`config.mk`:
```
export PLATFORM = sky130hd
export DESIGN_NAME = mips_mem_arbiter
export DESIGN_NICKNAME = d
export VERILOG_FILES = /design/src/rtl/mips_mem_arbiter_pkg.sv /design/src/rtl/mips_mem_prio.sv /design/src/rtl/mips_mem_arbiter.sv
export SDC_FILE = /design/constraint.sdc
export NUM_CORES = 1
export LEC_CHECK = 0
export ABC_CLOCK_PERIOD_IN_PS = 3440
export BUFFER_PORTS_ARGS = -buffer_cell sky130_fd_sc_hd__buf_2
export CAP_MARGIN = 30
export CORE_ASPECT_RATIO = 1.4
export CORE_MARGIN = 8
export CORE_UTILIZATION = 48
export DETAILED_ROUTE_END_ITERATION = 7
export GPL_TIMING_DRIVEN = 1
export PLACE_DENSITY = 0.84
export SYNTH_ARGS = -nofsm -noshare
export SYNTH_HDL_FRONTEND = slang
export SYNTH_SLANG_ARGS = --single-unit
export TNS_END_PERCENT = 5
```
`constraint.sdc`:
```
create_clock -name clk -period 3.44 [get_ports clk]
set_input_delay 0 -clock clk [delete_from_list [all_inputs] [get_ports clk]]
set_output_delay 0 -clock clk [all_outputs]
set_load 0.1 [all_outputs]
```
`src/rtl/mips_mem_arbiter_pkg.sv`:
```
// Shared memory-side definitions: RAM byte-lane constants and the read-owner encoding
// used by the fetch/data arbiter. Pure declarations, no logic, no latency.
// Imported by the arbiter top and its priority sub-module.
package mips_mem_arbiter_pkg;

  // Byte lanes per RAM word and the all-lanes mask used on every read.
  localparam int          MEM_LANES     = 4;
  localparam logic [3:0]  MEM_BYTES_ALL = 4'b1111;

  // Starvation counter width: holds STARVE_MAX up to 15.
  localparam int          STARVE_W      = 4;

  // Owner of the read that is in flight through the RAM (answer due next cycle).
  localparam int          OWNER_W       = 2;
  typedef enum logic [OWNER_W-1:0] {
    OWN_NONE = 2'd0,
    OWN_IF   = 2'd1,
    OWN_D    = 2'd2
  } owner_e;

  // Owner to record for the read launched this cycle; stores and idle cycles leave nothing in flight.
  function automatic owner_e next_owner(input logic if_gnt, input logic d_gnt, input logic d_wren);
    owner_e o;
    o = OWN_NONE;
    if (if_gnt) begin
      o = OWN_IF;
    end else if (d_gnt && !d_wren) begin
      o = OWN_D;
    end
    return o;
  endfunction

endpackage

```
`src/rtl/mips_mem_prio.sv`:
```
// Fixed priority between fetch and data requests with a starvation override for fetch.
// Purely combinational: grants depend only on the requests and the current starvation count.
// Never grants both; a starved fetch takes the port even while data keeps requesting.
module mips_mem_prio
  import mips_mem_arbiter_pkg::*;
#(
  parameter int STARVE_MAX = 4
) (
  input  logic                i_if_req,
  input  logic                i_d_req,
  input  logic [STARVE_W-1:0] i_starve_cnt,
  output logic                o_if_gnt,
  output logic                o_d_gnt
);

  localparam logic [STARVE_W-1:0] STARVE_LIM = STARVE_W'(STARVE_MAX);

  logic w_starved;

  assign w_starved = (i_starve_cnt == STARVE_LIM);

  // Data normally wins; fetch wins when alone or once it has waited STARVE_MAX data grants.
  assign o_if_gnt  = i_if_req & (~i_d_req | w_starved);
  assign o_d_gnt   = i_d_req & ~o_if_gnt;

endmodule

```
`src/rtl/mips_mem_arbiter.sv`:
```
// Shares one single-port RAM between the fetch and data ports of the MIPS core.
// Grants and the RAM command are combinational in the request cycle; read data returns one cycle later.
// A losing requester holds its request; stall tells the PC to hold while fetch is not granted.
module mips_mem_arbiter
  import mips_mem_arbiter_pkg::*;
#(
  parameter int ADDR_W     = 6,
  parameter int DATA_W     = 32,
  parameter int STARVE_MAX = 4
) (
  input  logic              clk,
  input  logic              reset_n,
  // fetch port
  input  logic              if_req,
  input  logic [ADDR_W-1:0] if_addr,
  output logic              if_gnt,
  output logic              if_rvalid,
  output logic [DATA_W-1:0] if_rdata,
  // data port
  input  logic              d_req,
  input  logic              d_wren,
  input  logic [ADDR_W-1:0] d_addr,
  input  logic [DATA_W-1:0] d_wdata,
  input  logic [3:0]        d_bytes,
  output logic              d_gnt,
  output logic              d_rvalid,
  output logic [DATA_W-1:0] d_rdata,
  // RAM side
  output logic [ADDR_W-1:0] mem_addr,
  output logic [DATA_W-1:0] mem_data,
  output logic [3:0]        mem_bytes,
  output logic              mem_wren,
  input  logic [DATA_W-1:0] mem_q,
  // pipeline control
  output logic              stall
);

  localparam logic [STARVE_W-1:0] STARVE_LIM = STARVE_W'(STARVE_MAX);

  logic                w_if_req_act;
  logic                w_d_req_act;
  logic                w_if_gnt;
  logic                w_d_gnt;
  logic                w_store;
  logic                w_if_rvalid;
  logic                w_d_rvalid;

  logic [STARVE_W-1:0] r_starve_cnt;
  owner_e              r_owner;
  logic [ADDR_W-1:0]   r_mem_addr;
  logic [DATA_W-1:0]   r_if_rdata;
  logic [DATA_W-1:0]   r_d_rdata;

  // Requests are masked while reset is asserted so no grant or RAM write can leak out.
  assign w_if_req_act = if_req & reset_n;
  assign w_d_req_act  = d_req & reset_n;

  mips_mem_prio #(
    .STARVE_MAX (STARVE_MAX)
  ) u_prio (
    .i_if_req     (w_if_req_act),
    .i_d_req      (w_d_req_act),
    .i_starve_cnt (r_starve_cnt),
    .o_if_gnt     (w_if_gnt),
    .o_d_gnt      (w_d_gnt)
  );

  assign w_store = w_d_gnt & d_wren;

  // Count data grants taken while fetch is waiting; any fetch grant or idle fetch restarts the count.
  always_ff @(posedge clk) begin
    if (!reset_n) begin
      r_starve_cnt <= '0;
    end else if (w_if_gnt || !if_req) begin
      r_starve_cnt <= '0;
    end else if (w_d_gnt && (r_starve_cnt != STARVE_LIM)) begin
      r_starve_cnt <= r_starve_cnt + 4'd1;
    end
  end

  // Remember who launched the read now travelling through the RAM.
  always_ff @(posedge clk) begin
    if (!reset_n) begin
      r_owner <= OWN_NONE;
    end else begin
      r_owner <= next_owner(w_if_gnt, w_d_gnt, d_wren);
    end
  end

  // Last granted address, presented again on idle cycles so the RAM address does not toggle.
  always_ff @(posedge clk) begin
    if (!reset_n) begin
      r_mem_addr <= '0;
    end else if (w_if_gnt) begin
      r_mem_addr <= if_addr;
    end else if (w_d_gnt) begin
      r_mem_addr <= d_addr;
    end
  end

  // A read answer is only delivered outside reset, so a read caught by reset is dropped.
  assign w_if_rvalid = reset_n & (r_owner == OWN_IF);
  assign w_d_rvalid  = reset_n & (r_owner == OWN_D);

  // Capture each delivered read word so the rdata outputs hold it while rvalid is low.
  always_ff @(posedge clk) begin
    if (!reset_n) begin
      r_if_rdata <= '0;
      r_d_rdata  <= '0;
    end else begin
      if (w_if_rvalid) begin
        r_if_rdata <= mem_q;
      end
      if (w_d_rvalid) begin
        r_d_rdata <= mem_q;
      end
    end
  end

  // RAM command: the granted requester drives it directly; reads always enable every lane.
  assign mem_addr  = (!reset_n) ? '0 :
                     w_if_gnt   ? if_addr :
                     w_d_gnt    ? d_addr  : r_mem_addr;
  assign mem_data  = w_d_gnt ? d_wdata : '0;
  assign mem_bytes = w_store ? d_bytes : MEM_BYTES_ALL;
  assign mem_wren  = w_store;

  // Client-facing outputs; rdata passes mem_q straight through in its valid cycle.
  assign if_gnt    = w_if_gnt;
  assign d_gnt     = w_d_gnt;
  assign if_rvalid = w_if_rvalid;
  assign d_rvalid  = w_d_rvalid;
  assign if_rdata  = w_if_rvalid ? mem_q : r_if_rdata;
  assign d_rdata   = w_d_rvalid  ? mem_q : r_d_rdata;
  assign stall     = if_req & ~w_if_gnt;

endmodule

```
* Word-level counts from Yosys, hierarchy flattened
Index checks and enable logic that the tools add are counted.
** Storage, ports and cells
- Memory bits (read-only) :: 0
- Latch bits :: 0
- Input port bits :: 85
- Memory bits (writable) :: 0
- Memories kept :: 0
- Output and inout port bits :: 112
- Logic and storage cells :: 39
- Flip-flop bits (word level) :: 76
** Operators by class
- $add $sub $neg :: 1
- Div/mod/pow operators :: 0
- Bitwise logic cells :: 12
- Order comparisons :: 0
- Multiplexer cells :: 9
- Shift-type cells :: 0
- Multiply operators :: 0
- Reduce and logical (&&, ||, !) cells :: 7
- Equality and inequality tests :: 4
** Operators by type and width (count)
- two-way mux 32 bit :: 3
- two-way mux 6 bit :: 3
- AND 1 bit :: 8
- adder 4 x 1 -> 4 bit (second input constant) :: 1
- equality test 4 x 3 -> 1 bit (second input constant) :: 1
- two-way mux 4 bit :: 1
- != test 4 x 3 -> 1 bit (second input constant) :: 1
- OR reduction 2 bit :: 2
- NOT 1 bit :: 3
- equality test 2 x 1 -> 1 bit (second input constant) :: 1
- equality test 2 bit (second input constant) :: 1
- logical AND 1 bit :: 2
- logical NOT 1 bit :: 2
- two-way mux 2 bit :: 1
- logical OR 1 bit :: 1
- two-way mux 1 bit :: 1
- bitwise OR 1 bit :: 1

* Logic depth before layout (Yosys ltp)
- Depth in word-level cells :: 9
- Mapped depth :: 7
- Gate-level depth less buffers :: 5

* Modules after synthesis
A second synthesis with hierarchy kept.
** Unflattened totals
- Cells, all modules :: 322
- Area, all modules :: 3604.7 um2
** By module, submodules not included
- mips_mem_arbiter :: cells an instance 318, times used 1, area each 3578.4 um2, sequential area each 1521.5 um2
- mips_mem_prio :: cells an instance 4, times used 1, area each 26.3 um2, sequential area each 0.0 um2

* Worst setup path before layout
No wires, ideal clock.
- Path type :: register -> output
- Start point :: register r_starve_cnt[0]
- End point :: output stall
- Required time :: 3440 ps
- Stages on the path, launching flop included :: 6
- Path buffers :: 0
- Slack :: 393 ps
- Data arrival time :: 3047 ps
- Cell sequence :: dfxtp_1 inv_1 ha_1 nand3b_1 nand2_1 a21boi_0
** Between the ends
- Longest elaborated chain between the ends :: 5
** RTL lines
- start: declaration :: RTL line mips_mem_arbiter.sv:48 : logic [STARVE_W-1:0] r_starve_cnt;
- start signal: assignment :: RTL line mips_mem_arbiter.sv:77 : r_starve_cnt <= r_starve_cnt + 4'd1;
- equality test 4 x 3 -> 1 bit :: RTL line mips_mem_prio.sv:20 : assign w_starved = (i_starve_cnt == STARVE_LIM);
- bitwise OR 1 bit :: RTL line mips_mem_prio.sv:23 : assign o_if_gnt = i_if_req & (~i_d_req | w_starved);
- AND 1 bit :: RTL line mips_mem_prio.sv:23
- NOT 1 bit :: RTL line mips_mem_arbiter.sv:135 : assign stall = if_req & ~w_if_gnt;
- AND 1 bit :: RTL line mips_mem_arbiter.sv:135
- end: declaration :: RTL line mips_mem_arbiter.sv:35 : output logic stall
Every way passes these cells.

* Final worst setup path
- Start point :: register r_starve_cnt[0]
- End point :: output mem_addr[0]
** Between the ends
- Longest elaborated chain between the ends :: 8
** RTL lines
- equality test 4 x 3 -> 1 bit (*) :: RTL line mips_mem_prio.sv:20
- bitwise OR 1 bit (*) :: RTL line mips_mem_prio.sv:23
- AND 1 bit (*) :: RTL line mips_mem_prio.sv:23
- NOT 1 bit :: RTL line mips_mem_prio.sv:24 : assign o_d_gnt = i_d_req & ~o_if_gnt;
- AND 1 bit :: RTL line mips_mem_prio.sv:24
- two-way mux 6 bit
- two-way mux 6 bit (*)
- two-way mux 6 bit (*) :: RTL line mips_mem_arbiter.sv:121 : assign mem_addr = (!reset_n) ? '0 :
- end: declaration :: RTL line mips_mem_arbiter.sv:29 : output logic [ADDR_W-1:0] mem_addr,
Mark *: on every way between the ends. The rest lies on a longest branch, timed or not.

==> metrics.md <==
| Metric | Value |
|---|---|
| Synthesized area | 3592 µm² |
| Synthesis-stage register bit count | 76 |
| Num rows | 37 |
| Clk_skew | 0.007813 ns |
| Register area share after synthesis | 0.4235 |
| Max incr delay on CP | 0.54 ns |
| Synth top area share | 0.4235 |
| DP Wirelength | 7743 µm |
| WHS Path Cells | 3 |
| DRC | 0 |
| RSZ-0062 raised after global routing | false |
| Post-Route WL | 10,230 µm |
| Number of diodes | 0 |
| Arrival time at the worst endpoint | 2.50 ns |
| Fmax | 399.5 MHz |
| Core Area | 7315 µm² |
| Largest net degree at the start of global routing | 60 |
| Final min period | 2.503 ns |
| Outcome | completed |
| Worst vdd ir | 0.0002623 V |
| Num CTS Buffers | 9 |
| Syn Nets | 394 |
| Clk buf depth | 2 |
| Worst R2R Path Depth | 6 |
| Avg Vias per Cell | 4.800 |
| CP Cell Sequence | inv_1, ha_1, and3b_1, o21ai_0, o221a_2, buf_2 |
| Setup TNS | 0 ns |
| Initial Util | 0.4911 |
| Ys flop type | dfxtp_1 |
| Die ar. | 10,550 µm² |
| Worst-skew pair later-pin latency | 0.34 ns |
| Syn Inst Count | 307 |
| Crit share post-route | 0.7277 |
| Setup Crit Path Kind | reg2out |
| WP data required | 3.44 ns |
| First-pass GRT wire length | 16,060 µm |
| Fin nets | 597 |
| Post-DP Area | 4589 µm² |
| Warnings from Yosys | 0 |
| Pleak | 0.002754 µW |
| Worst slew margin | 0.5436 |
| Mapped Avg Cell Area | 11.70 µm² |
| Reg clk slew, reported paths | 0.07 ns |
| Synth area leaders | dfxtp_1 42%, mux2_4 24%, and2_1 17% |
| Layout cell share with drive strength beyond 1 | 0.5623 |
| Sink Count | 76 |
| CTS tree | done |
| Hold_ws | 0.02191 ns |
| Type of element launching the critical path | flip-flop |
| Grt total ovfl | 0 |
| Synthesis-to-finish area growth | 36.40% |
| Critical path depth | 6 |
| Die boundary height | 118.4 µm |
| Multi-input gate area | 1928 µm² |
| Pre-antenna DRT Iters | 4 |
| Die width | 89.12 µm |
| HP Class | in2reg |
| Slowest cell on the critical path | o21ai_0 |
| Kind of end point of the critical path | output pin |
| Mean routed wirelength per cell | 16.75 µm |
| Root buf cell | clkbuf_8 |
| CTS resizes | 0 |
| Initial DRC count | 53 |
| EDFF count, synth | 0 |
| Final Hold Fails | 0 |
| Critical path's top delay family | compound AO/OA/AOI/OAI gates |
| H-tree Lvls | 3 |
| Final setup violating endpoints | 0 |
| Vias in the first global route | 3,343 |
| Global placer's final weighted congestion | 0.8152 |
| PwrDens | 434.1 nW/µm² |
| DR vias | 2,933 |
| Fillers | 589 |
| Area leader, netlist | dfxtp_1 |
| Antenna Nets Post-Route | 0 |
| Buf/Inv on CP | 2 |
| Synth async-reset ratio | 0 |
| Worst Path Max Fanout | 6 |
| Total of max-cap violations | 0 |
| IO Port Bufs | 196 |
| Slew Viols, Final | 0 |
| Boundary Pins | 197 |
| Initial antenna violation count | 1 |
| Register area | 1521 µm² |
| Tightest Pin Transition | 0.6846 ns |
| Synth cell types | 26 |
| Final Cell Area | 4900 µm² |
| All-layer global routing usage | 0.1950 |
==> worst register-to-register path, delay by kind of cell (launching register included) <==
kind / cells / cell delay (ns)
AOI/OAI and AO/OA: 2 / 0.89
buffers and inverters: 2 / 0.63
DFF: 1 / 0.39
adders and majority gates: 1 / 0.20
and+or+nand+nor: 1 / 0.20
==> layout make-up <==
| class | instances | share of cell area |
|---|---|---|
| multi-input cells | 205 | 0.3935 |
| flip-flops and latches | 76 | 0.3105 |
| repair buffers | 212 | 0.2319 |
| clock buffers | 14 | 0.03320 |
| well taps | 97 | 0.02477 |
| inverters | 6 | 0.004597 |
| clock inverters | 1 | 0.001532 |
==> stage by stage <==
stage | setup WS [ns] | instances | utilization | total power [µW]
3_5_place_dp | 1.310 | 582 | 0.6274 | 1540
5_1_grt | 0.8001 | 611 | 0.6699 | 2210
4_1_cts | 0.9265 | 611 | 0.6699 | 2149
3_3_place_gp | 1.427 | 582 | 0.6274 | 1532
6_report | 0.9368 | 611 | 0.6699 | 2127
2_1_floorplan | 0.3933 | 307 | - | 1423
==> state kept, by name (all words and copies together) (netlist names) <==
signal        cells
r_owner           2
r_mem_addr        6
r_d_rdata        32
r_starve_cnt      4
r_if_rdata       32
==> cell families after synthesis <==
group	Yosys count	share of synthesized area
and+or+nand+nor	116	0.2076
DFF	76	0.4235
muxes	70	0.2800
buffers and inverters	26	0.04075
AOI/OAI and AO/OA	15	0.03622
xor gates and xnor gates	2	0.004877
adders and majority gates	2	0.006965
==> cells in the mapped netlist (all sizes together), types with 4 or more instances <==
library cell  instances
and2                 97
buf                   8
clkbuf               12
dfxtp                76
inv                   6
mux2                 70
nand3b                7
nor2                  4
o21a                  6
o221a                 6
==> layout by cell type (no fill, tap or decap), drive strengths merged <==
cell / instances
a21boi: 1
a21oi: 1
and2: 97
and3: 2
and3b: 1
buf: 198
clkbuf: 14
clkinvlp: 1
dfxtp: 76
dlygate4sd3: 14
ha: 2
inv: 6
mux2: 70
nand2: 2
nand3: 1
nand3b: 7
nand4: 1
nor2: 4
nor2b: 1
o21a: 6
o21ai: 1
o221a: 6
xnor2: 1
xor2: 1
==> metal layers <==
layer | track usage | wire [µm] | up-vias | part of all wire
met2 | 0.3428 | 5239 | 155 | 0.51
met3 | 0.07490 | 1023 | 28 | 0.10
li1 | - | - | 1420 | -
met4 | 0.1087 | 376 | 2 | 0.037
met1 | 0.1853 | 3578 | 1328 | 0.35
met5 | 0 | 13 | - | 0.0013
==> report_power, final <==
group	leakage, µW	switching [µW]	internal, µW
clock network	0.0000828	294	299
registers	0.000616	7.76	901
logic	0.00205	473	153
total	0.00275	774	1350
==> repair_timing <==
action,in CTS,in global routing
hold endpoints to repair,8,0
hold buffers,14,0
buffers inserted,0,0
==> worst paths after layout <==
path | start | end | slack, ns
worst max-delay path | r_starve_cnt[0] | mem_addr[0] | 0.94
worst min-delay path | mem_q[17] | r_d_rdata[17] | 0.02
worst max register to register | r_starve_cnt[0] | r_mem_addr[0] | 1.08
worst min register to register | r_starve_cnt[0] | r_starve_cnt[0] | 0.48
Note: power is estimated with default switching activity, not from simulation.
